## src/rtl/tcm_boot_loader_if.sv

```systemverilog
// Signal bundle for tcm_boot_loader: image byte stream, boot status, core-side TCM buses and RAM-side TCM buses.
// The loader takes the slave modport; the surrounding system (core, RAMs, image source) takes master.
interface tcm_boot_loader_if #(
    parameter int AW = 12
);
    logic          ld_valid;
    logic [7:0]    ld_data;
    logic          ld_last;
    logic          ld_ready;
    logic          core_rst;
    logic          ld_done;
    logic          ld_err;

    logic          core_i_cs;
    logic          core_i_we;
    logic [3:0]    core_i_wem;
    logic [AW-1:0] core_i_addr;
    logic [31:0]   core_i_wdat;
    logic          core_d_cs;
    logic          core_d_we;
    logic [3:0]    core_d_wem;
    logic [AW-1:0] core_d_addr;
    logic [31:0]   core_d_wdat;

    logic          i_cs;
    logic          i_we;
    logic [3:0]    i_wem;
    logic [AW-1:0] i_addr;
    logic [31:0]   i_wdat;
    logic          d_cs;
    logic          d_we;
    logic [3:0]    d_wem;
    logic [AW-1:0] d_addr;
    logic [31:0]   d_wdat;

    modport slave (
        input  ld_valid, ld_data, ld_last,
        input  core_i_cs, core_i_we, core_i_wem, core_i_addr, core_i_wdat,
        input  core_d_cs, core_d_we, core_d_wem, core_d_addr, core_d_wdat,
        output ld_ready, core_rst, ld_done, ld_err,
        output i_cs, i_we, i_wem, i_addr, i_wdat,
        output d_cs, d_we, d_wem, d_addr, d_wdat
    );

    modport master (
        output ld_valid, ld_data, ld_last,
        output core_i_cs, core_i_we, core_i_wem, core_i_addr, core_i_wdat,
        output core_d_cs, core_d_we, core_d_wem, core_d_addr, core_d_wdat,
        input  ld_ready, core_rst, ld_done, ld_err,
        input  i_cs, i_we, i_wem, i_addr, i_wdat,
        input  d_cs, d_we, d_wem, d_addr, d_wdat
    );
endinterface

```

## src/rtl/tcm_boot_loader.sv

```systemverilog
// Boot sequencer: packs an image byte stream into words written to both ITCM and DTCM, then releases the core.
// Define TCM_BOOT_LOADER_CLEAR_EN to zero-fill the unloaded remainder of both TCMs before release.
module tcm_boot_loader #(
    parameter int AW    = 12,
    parameter int DEPTH = 4096
) (
    input  logic               clk,
    input  logic               rst,
    tcm_boot_loader_if.slave   bus
);
    localparam logic [1:0] FILL  = 2'd0;
    localparam logic [1:0] WRITE = 2'd1;
    localparam logic [1:0] CLEAR = 2'd2;
    localparam logic [1:0] DONE  = 2'd3;

    localparam logic [AW-1:0] LAST_ADDR = AW'(DEPTH - 1);

    logic [1:0]    state;
    logic [1:0]    byte_idx;
    logic [3:0]    lane_mask;
    logic [31:0]   asm_word;
    logic          last_seen;
    logic [AW-1:0] wptr;
    logic          err;

    logic          accept;
    logic          at_end;
    logic [1:0]    after_image;

    assign accept = (state == FILL) && bus.ld_valid;
    assign at_end = (wptr == LAST_ADDR);

    // An image that ends on the final word leaves nothing to clear.
    always_comb begin
        after_image = DONE;
`ifdef TCM_BOOT_LOADER_CLEAR_EN
        if (!at_end) after_image = CLEAR;
`endif
    end

    always_ff @(posedge clk) begin
        if (rst) begin
            state     <= FILL;
            byte_idx  <= '0;
            lane_mask <= '0;
            asm_word  <= '0;
            last_seen <= 1'b0;
            wptr      <= '0;
            err       <= 1'b0;
        end else begin
            case (state)
                FILL: begin
                    if (accept) begin
                        asm_word[{byte_idx, 3'b000} +: 8] <= bus.ld_data;
                        lane_mask[byte_idx]               <= 1'b1;
                        byte_idx                          <= byte_idx + 2'd1;
                        last_seen                         <= bus.ld_last;
                        if (byte_idx == 2'd3 || bus.ld_last) state <= WRITE;
                    end
                end
                WRITE: begin
                    wptr      <= wptr + 1'b1;
                    byte_idx  <= '0;
                    lane_mask <= '0;
                    asm_word  <= '0;
                    if (last_seen) begin
                        state <= after_image;
                    end else if (at_end) begin
                        err   <= 1'b1;
                        state <= DONE;
                    end else begin
                        state <= FILL;
                    end
                end
`ifdef TCM_BOOT_LOADER_CLEAR_EN
                CLEAR: begin
                    wptr <= wptr + 1'b1;
                    if (at_end) state <= DONE;
                end
`endif
                default: ;
            endcase
        end
    end

    logic          ram_cs;
    logic [3:0]    ram_wem;
    logic [AW-1:0] ram_addr;
    logic [31:0]   ram_wdat;

    always_comb begin
        ram_cs   = 1'b0;
        ram_wem  = '0;
        ram_addr = '0;
        ram_wdat = '0;
        case (state)
            WRITE: begin
                ram_cs   = 1'b1;
                ram_wem  = lane_mask;
                ram_addr = wptr;
                ram_wdat = asm_word;
            end
`ifdef TCM_BOOT_LOADER_CLEAR_EN
            CLEAR: begin
                ram_cs   = 1'b1;
                ram_wem  = '1;
                ram_addr = wptr;
            end
`endif
            default: ;
        endcase
    end

    assign bus.ld_ready = (state == FILL);
    assign bus.core_rst = (state != DONE);
    assign bus.ld_done  = (state == DONE);
    assign bus.ld_err   = err;

    // Once released, the core owns the RAMs with no added latency.
    always_comb begin
        if (state == DONE) begin
            bus.i_cs   = bus.core_i_cs;
            bus.i_we   = bus.core_i_we;
            bus.i_wem  = bus.core_i_wem;
            bus.i_addr = bus.core_i_addr;
            bus.i_wdat = bus.core_i_wdat;
            bus.d_cs   = bus.core_d_cs;
            bus.d_we   = bus.core_d_we;
            bus.d_wem  = bus.core_d_wem;
            bus.d_addr = bus.core_d_addr;
            bus.d_wdat = bus.core_d_wdat;
        end else begin
            bus.i_cs   = ram_cs;
            bus.i_we   = ram_cs;
            bus.i_wem  = ram_wem;
            bus.i_addr = ram_addr;
            bus.i_wdat = ram_wdat;
            bus.d_cs   = ram_cs;
            bus.d_we   = ram_cs;
            bus.d_wem  = ram_wem;
            bus.d_addr = ram_addr;
            bus.d_wdat = ram_wdat;
        end
    end
endmodule

```

## src/flat_wrapper.sv

```systemverilog
// flat-port wrapper written by rule: the top's interface ports become plain ports
module tcm_boot_loader_flat 
#(
    parameter int AW    = 12,
    parameter int DEPTH = 4096
)
  (clk, rst, bus_ld_valid, bus_ld_data, bus_ld_last, bus_core_i_cs, bus_core_i_we, bus_core_i_wem, bus_core_i_addr, bus_core_i_wdat, bus_core_d_cs, bus_core_d_we, bus_core_d_wem, bus_core_d_addr, bus_core_d_wdat, bus_ld_ready, bus_core_rst, bus_ld_done, bus_ld_err, bus_i_cs, bus_i_we, bus_i_wem, bus_i_addr, bus_i_wdat, bus_d_cs, bus_d_we, bus_d_wem, bus_d_addr, bus_d_wdat);
  tcm_boot_loader_if #(.AW(AW)) bus_i ();
  input  logic clk;
  input  logic rst;
  input wire logic [$bits(bus_i.ld_valid)-1:0] bus_ld_valid;
  input wire logic [$bits(bus_i.ld_data)-1:0] bus_ld_data;
  input wire logic [$bits(bus_i.ld_last)-1:0] bus_ld_last;
  input wire logic [$bits(bus_i.core_i_cs)-1:0] bus_core_i_cs;
  input wire logic [$bits(bus_i.core_i_we)-1:0] bus_core_i_we;
  input wire logic [$bits(bus_i.core_i_wem)-1:0] bus_core_i_wem;
  input wire logic [$bits(bus_i.core_i_addr)-1:0] bus_core_i_addr;
  input wire logic [$bits(bus_i.core_i_wdat)-1:0] bus_core_i_wdat;
  input wire logic [$bits(bus_i.core_d_cs)-1:0] bus_core_d_cs;
  input wire logic [$bits(bus_i.core_d_we)-1:0] bus_core_d_we;
  input wire logic [$bits(bus_i.core_d_wem)-1:0] bus_core_d_wem;
  input wire logic [$bits(bus_i.core_d_addr)-1:0] bus_core_d_addr;
  input wire logic [$bits(bus_i.core_d_wdat)-1:0] bus_core_d_wdat;
  output wire logic [$bits(bus_i.ld_ready)-1:0] bus_ld_ready;
  output wire logic [$bits(bus_i.core_rst)-1:0] bus_core_rst;
  output wire logic [$bits(bus_i.ld_done)-1:0] bus_ld_done;
  output wire logic [$bits(bus_i.ld_err)-1:0] bus_ld_err;
  output wire logic [$bits(bus_i.i_cs)-1:0] bus_i_cs;
  output wire logic [$bits(bus_i.i_we)-1:0] bus_i_we;
  output wire logic [$bits(bus_i.i_wem)-1:0] bus_i_wem;
  output wire logic [$bits(bus_i.i_addr)-1:0] bus_i_addr;
  output wire logic [$bits(bus_i.i_wdat)-1:0] bus_i_wdat;
  output wire logic [$bits(bus_i.d_cs)-1:0] bus_d_cs;
  output wire logic [$bits(bus_i.d_we)-1:0] bus_d_we;
  output wire logic [$bits(bus_i.d_wem)-1:0] bus_d_wem;
  output wire logic [$bits(bus_i.d_addr)-1:0] bus_d_addr;
  output wire logic [$bits(bus_i.d_wdat)-1:0] bus_d_wdat;
  assign bus_i.ld_valid = bus_ld_valid;
  assign bus_i.ld_data = bus_ld_data;
  assign bus_i.ld_last = bus_ld_last;
  assign bus_i.core_i_cs = bus_core_i_cs;
  assign bus_i.core_i_we = bus_core_i_we;
  assign bus_i.core_i_wem = bus_core_i_wem;
  assign bus_i.core_i_addr = bus_core_i_addr;
  assign bus_i.core_i_wdat = bus_core_i_wdat;
  assign bus_i.core_d_cs = bus_core_d_cs;
  assign bus_i.core_d_we = bus_core_d_we;
  assign bus_i.core_d_wem = bus_core_d_wem;
  assign bus_i.core_d_addr = bus_core_d_addr;
  assign bus_i.core_d_wdat = bus_core_d_wdat;
  assign bus_ld_ready = bus_i.ld_ready;
  assign bus_core_rst = bus_i.core_rst;
  assign bus_ld_done = bus_i.ld_done;
  assign bus_ld_err = bus_i.ld_err;
  assign bus_i_cs = bus_i.i_cs;
  assign bus_i_we = bus_i.i_we;
  assign bus_i_wem = bus_i.i_wem;
  assign bus_i_addr = bus_i.i_addr;
  assign bus_i_wdat = bus_i.i_wdat;
  assign bus_d_cs = bus_i.d_cs;
  assign bus_d_we = bus_i.d_we;
  assign bus_d_wem = bus_i.d_wem;
  assign bus_d_addr = bus_i.d_addr;
  assign bus_d_wdat = bus_i.d_wdat;
  tcm_boot_loader #(.AW(AW), .DEPTH(DEPTH)) u_core (.clk(clk), .rst(rst), .bus(bus_i));
endmodule
```

## config.mk

```make
export PLATFORM = sky130hd
export DESIGN_NAME = tcm_boot_loader_flat
export DESIGN_NICKNAME = d
export VERILOG_FILES = /design/src/rtl/tcm_boot_loader_if.sv /design/src/rtl/tcm_boot_loader.sv /design/src/flat_wrapper.sv
export SDC_FILE = /design/constraint.sdc
export NUM_CORES = 1
export LEC_CHECK = 0
export CORE_ASPECT_RATIO = 1.25
export CORE_MARGIN = 2
export CORE_UTILIZATION = 30
export DETAILED_ROUTE_END_ITERATION = 6
export DONT_BUFFER_PORTS = 1
export GPL_TIMING_DRIVEN = 0
export PLACE_DENSITY_LB_ADDON = 0.05
export SETUP_SLACK_MARGIN = 0.2
export SYNTH_ARGS = -nofsm -noshare
export SYNTH_HDL_FRONTEND = slang
export SYNTH_SLANG_ARGS = --single-unit
```

## constraint.sdc

```tcl
create_clock -name clk -period 2.3 [get_ports clk]
set_input_delay 0.115 -clock clk [delete_from_list [all_inputs] [get_ports clk]]
set_output_delay 0.115 -clock clk [all_outputs]
set_load 0.02 [all_outputs]
```

After elaboration in Yosys (flattened, before gate mapping)
Cells that the tools add are included.

Register bits: 54. Input port bits: 112. Output and inout bits: 104. Logic and storage cells: 60.

Add/subtract/negate cells: 3. Magnitude comparators: 2. Equal/unequal tests: 7. Shift operators: 2. Muxes and demuxes: 28. Bitwise logic cells: 2. Reductions and logical operators: 9.

Operators by type and width (count): $mux W32 (4); $pmux W32 S2 (1); $mux W12 (3); $bwmux W32 (1); $shift A8 B7 Y32 const A (1); $shiftx A8 B7 Y32 (1); $mux W4 (4); $add A12 B1 Y12 const B (1); $eq A12 B12 Y1 const B (1); $mux W2 (5); $pmux W2 S2 (2); $pmux W4 S2 (1); $neg A5 Y7 (1); $mux W1 (6); $reduce_and A3 Y1 (2); $eq A2 B2 Y1 const B (2); $ne A2 B1 Y1 const B (2); $or A4 B4 Y4 (1); $reduce_and A2 Y1 (2); $lt A2 B3 Y1 const B (1); $add A2 B1 Y2 const B (1); $demux W1 S2 (1); $eq A2 B1 Y1 const B (1); $ge A2 B1 Y1 const B (1); other kinds (6) (7).

Logic depth before layout (Yosys ltp)
Depth after elaboration: 7. Mapped depth: 7. Depth with buffers taken out: 6.

Worst setup path after synthesis
No wires, ideal clock.

Kind: register to register. Start point: register u_core.byte_idx[0]. End point: register u_core.asm_word[16]. Library setup time: 0.128 ns. Arrival time: 1.784 ns. Data required time: 2.172 ns. Path slack: 0.388 ns. Stages on the path, launching flop included: 8. Path buffers: 1. Cell sequence: dfxtp_1 > inv_1 > ha_1 > nor3b_1 > and4_1 > buf_2 > a22oi_1 > nor2_1.

Cells in the longest elaborated chain, start to end: 5. Elaborated cells between the ends (all ways): 6. Classes of those cells: add/sub: 1; shift: 2; mux: 3.

Ends and longest elaborated chain: start, declared (line tcm_boot_loader.sv:19) `logic [1:0] byte_idx;`; start signal, assigned (line tcm_boot_loader.sv:56) `byte_idx <= byte_idx + 2'd1;`; $neg A5 Y7 (*) (line tcm_boot_loader.sv:54) `asm_word[{byte_idx, 3'b000} +: 8] <= bus.ld_data;`; $shiftx A8 B7 Y32 or $shift A8 B7 Y32 (tied branches) (line tcm_boot_loader.sv:54); $bwmux W32 (*) (line tcm_boot_loader.sv:54); $mux W32 (*) (line tcm_boot_loader.sv:53) `if (accept) begin`; $pmux W32 S2 (*) (line tcm_boot_loader.sv:51) `case (state)`; end signal, assigned by index (line tcm_boot_loader.sv:54); end, declared (line tcm_boot_loader.sv:21) `logic [31:0] asm_word;`.

Mark *: on every way between the ends. The rest lies on a longest branch, timed or not. The select of a mux whose other input is x is not followed. A chain may end at the register's enable or synchronous reset.

Worst setup path in the final report
Start point: register u_core.state[0]. End point: output port bus_i_addr[10].

Cells in the longest elaborated chain, start to end: 3. Elaborated cells between the ends (all ways): 4. Classes of those cells: eq/ne: 2; mux: 2.

Ends and longest elaborated chain: start, declared (line tcm_boot_loader.sv:18) `logic [1:0] state;`; start signal, assigned (line tcm_boot_loader.sv:67) `state <= after_image;`; $eq A2 B1 Y1 (line tcm_boot_loader.sv:96) `case (state)`; $mux W12 (line tcm_boot_loader.sv:96); $mux W12 (*) (line tcm_boot_loader.sv:121) `if (state == DONE) begin`; end, declared (line flat_wrapper.sv:31) `output wire logic [$bits(bus_i.i_addr)-1:0] bus_i_addr;`.

Mark *: on every way between the ends. The rest lies on a longest branch, timed or not.

==> impl_metrics.toml <==
[synthesis]
synth_area_leaders = "dfxtp_1 (30%), a21oi_1 (18%), nand2_1 (12%), nand2b_1 (8.9%), nor2_1 (3.2%)"
netlist.area_leader.share_pct = 30.2
syn_area_um2 = 3580
synth_top_area_cell = "dfxtp_1"
mappedNetlistNets = 642
yosysUniqueCellTypes = 41
seq_area_frac_synth_pct = 30.2
synth_ff_type = "dfxtp_1"
synth_edf_count = 0
avgSynthCellArea_um2 = 6.87
postSynth.asyncResetShare_pct = 0
netlist_instances = 521
synth_seq_cells = 54
yosys_warnings = 0

[sta]
finalCritPeriodShare_pct = 89.7
post-route-min-period_ns = 2.06
setup_viol = 0
rsz0062_at_grt = "true"
fin_ws_ns = 0.236
hold_ws_ns = 0.107
worstMarginPinSlew_ns = 0.686
finalSetupTns_ns = 0
finalMaxSlewViolations = 0
relSlewSlack_pct = 54.1
clock_skew_ns = 0.00525
timing.fmax_mhz = 485
hold_viol = 0

[clock_tree]
insertion_delay_ns = 0.29
htreeDepth = 2
clockRootBuffer = "clkbuf_16"
clockBufferDepth = 2
cts_tree = "built"
cts.clk_slew.worst_paths_ns = 0.07
cts_made_buffers = 5
cts.sinks = 54

[critical_path]
worst-path-max-fanout = 10
critPathLaunchType = "flop"
reg2reg_slack_ns = 0.39
critical_path.top_delay_family = "buffers and inverters"
cp_slowest_stage_delay_ns = 0.46
path_class = "reg2out"
cp_cell_sequence = "buf_6 -> inv_1 -> clkbuf_2 -> clkbuf_1 -> a21oi_1"
worst_r2r_endpoint = "u_core.asm_word[28]"
cp-end-kind = "primary output"
worst-path-buf-inv = 4
worstPathRequired_ns = 2.18
arrival_ns = 1.95
cpMaxStageDelayCell = "a21oi_1"
r2r_start = "u_core.byte_idx[0]"
r2r_cells = 6

[power]
swShare_pct = 29.3
powerDensity_nw_per_um2 = 494
internal-power_mw = 1.46
leakage_nw = 1.21
power_switching_mw = 0.605
pwr-share-clk_pct = 35.8
comb_power_share_pct = 17.0
p_seq_share_pct = 47.2
ir_worst_vdd_mv = 0.298
power.total_mw = 2.07

[detailed_routing]
antenna_left = 0
drc = 0
dr.pass1.iters = 4
avgViaCountPerCell = 5.24
initialDrtViolationCount = 147
routed_wl_mm = 12.4
vias = 3660
avgRoutedWirePerCell_um = 17.8

[finish]
multi_input_area_um2 = 2430
layoutNonFillerInstCount = 698
seqCellArea_um2 = 1090
utilization_pct = 36.0
design_area_um2 = 4180
num-fill-cells = 1269
nets = 658
layout-drive-gt1-share_pct = 15.5
area_growth_syn_to_layout_pct = 16.8
antenna_cells = 0

[min_path]
hold-path-cell-count = 2
whs_endpoint = "u_core.state[0]"
hp-start = "bus_ld_last"
min_path_type = "in2reg"

[floorplan]
boundaryPins = 216
die-area_um2 = 12800
die_x_um = 102
start_util_pct = 30.8
rows = 44
die_h_um = 126
core_area_um2 = 11600

[outcome]
outcome = "completed"

[global_route]
grt.total_usage_pct = 18.8
grt.overflow.total = 0
antenna_found_initial = 0
grt_pass1_wl_mm = 18.8
grt_pass1_vias = 3459
grt_max_degree = 15

[placed_design]
hpwl_mm = 9.58
placed_area_um2 = 3780
gp_congestion = 0.775
pre_cts_slack_ns = 0.0309
io_buffer_count = 0
place_inst = 682

[flow_run]
max_cap_viol_count = 0
==> placed cells by master (no fill, tap or decap), types with 9 or more instances in the layout <==
| cell type | netlist | layout |
|---|---|---|
| a21oi_1 | 126 | 87 |
| dfxtp_1 | 54 | 52 |
| nand2_1 | 117 | 117 |
| nand3_1 | 17 | 17 |
| a22oi_1 | 12 | 12 |
| a21oi_2 | 0 | 38 |
| nor2_1 | 31 | 31 |
| dlygate4sd3_1 | 0 | 9 |
| nand2b_1 | 51 | 51 |
| buf_2 | 12 | 12 |
| clkbuf_1 | 23 | 21 |
==> routing by layer <==
layer | routed length (um) | GRT usage, %
met5 | 0 | 0
met3 | 559 | 2.39
met1 | 5390 | 23.1
met4 | 97 | 3.74
met2 | 6360 | 34.4
==> power by group through the flow <==
stage               Sequential (mW)  Combinational [mW]  Clock (mW)
CTS                           0.977               0.338       0.754
global route                  0.979               0.392       0.800
detailed placement            0.998               0.308           0
finish                        0.976               0.353       0.740
global placement              0.998               0.303           0
floorplan                     0.992               0.233           0
==> sequential cells by signal, indices dropped and copies added, names as in the netlist <==
name and flops:
u_core.state 2, u_core.asm_word 32, u_core.lane_mask 4, u_core.byte_idx 2
u_core.last_seen 1, u_core.wptr 12, u_core.bus.ld_err 1
==> cells by family (layout without fill, tap and decap cells) <==
| logic type | count (synthesis) | after routing | share of synthesized area [%] |
|---|---|---|---|
| xor+xnor | 8 | 8 | 1.96 |
| simple gates | 244 | 244 | 33.8 |
| buf+inv | 50 | 66 | 6.60 |
| compound gates | 156 | 156 | 24.3 |
| fa+ha+maj | 9 | 9 | 3.14 |
| flops | 54 | 54 | 30.2 |
==> worst register-to-register path, delay by kind of cell (launching register included) <==
family | cells | cell delay, ns
compound gates | 1 | 0.21
flops | 1 | 0.42
buf+inv | 1 | 0.17
simple gates | 3 | 0.77
fa+ha+maj | 1 | 0.29
==> worst max-delay path by stage <==
stage	end	from	cells after the start
after floorplan	u_core.asm_word[16]	u_core.byte_idx[0]	7
after global placement	u_core.asm_word[22]	u_core.byte_idx[0]	7
after detailed placement	u_core.asm_word[23]	u_core.byte_idx[0]	7
after CTS	bus_d_addr[0]	u_core.state[0]	5
final	bus_i_addr[10]	u_core.state[0]	5
after global routing	bus_i_addr[10]	u_core.state[0]	5
==> synth_stat cells, types with 3 or more instances <==
| master | n |
|---|---|
| a21oi_1 | 126 |
| a22o_1 | 8 |
| a22oi_1 | 12 |
| a2bb2oi_1 | 3 |
| and4_1 | 3 |
| buf_2 | 12 |
| buf_4 | 3 |
| buf_6 | 3 |
| clkbuf_1 | 23 |
| dfxtp_1 | 54 |
| ha_1 | 9 |
| inv_1 | 8 |
| nand2_1 | 117 |
| nand2b_1 | 51 |
| nand3_1 | 17 |
| nor2_1 | 31 |
| nor3_1 | 4 |
| or2_2 | 3 |
| xnor2_1 | 3 |
| xor2_1 | 5 |
==> layout make-up <==
type	instances	share of cell area, %
clock buffers	7	3.17
flip-flops and latches	54	26.0
plain buffers	42	5.11
repair buffers	9	2.15
multi-input cells	417	58.1
inverters	8	0.718
well taps	161	4.81
==> timing repair <==
action | in CTS | in global routing
hold endpoints to repair | 33 | 0
setup buffers | 0 | 0
resized for setup | 11 | 43
setup endpoints to repair | 118 | 100
hold buffers | 9 | 0
Note: power is estimated with default switching activity, not from simulation.
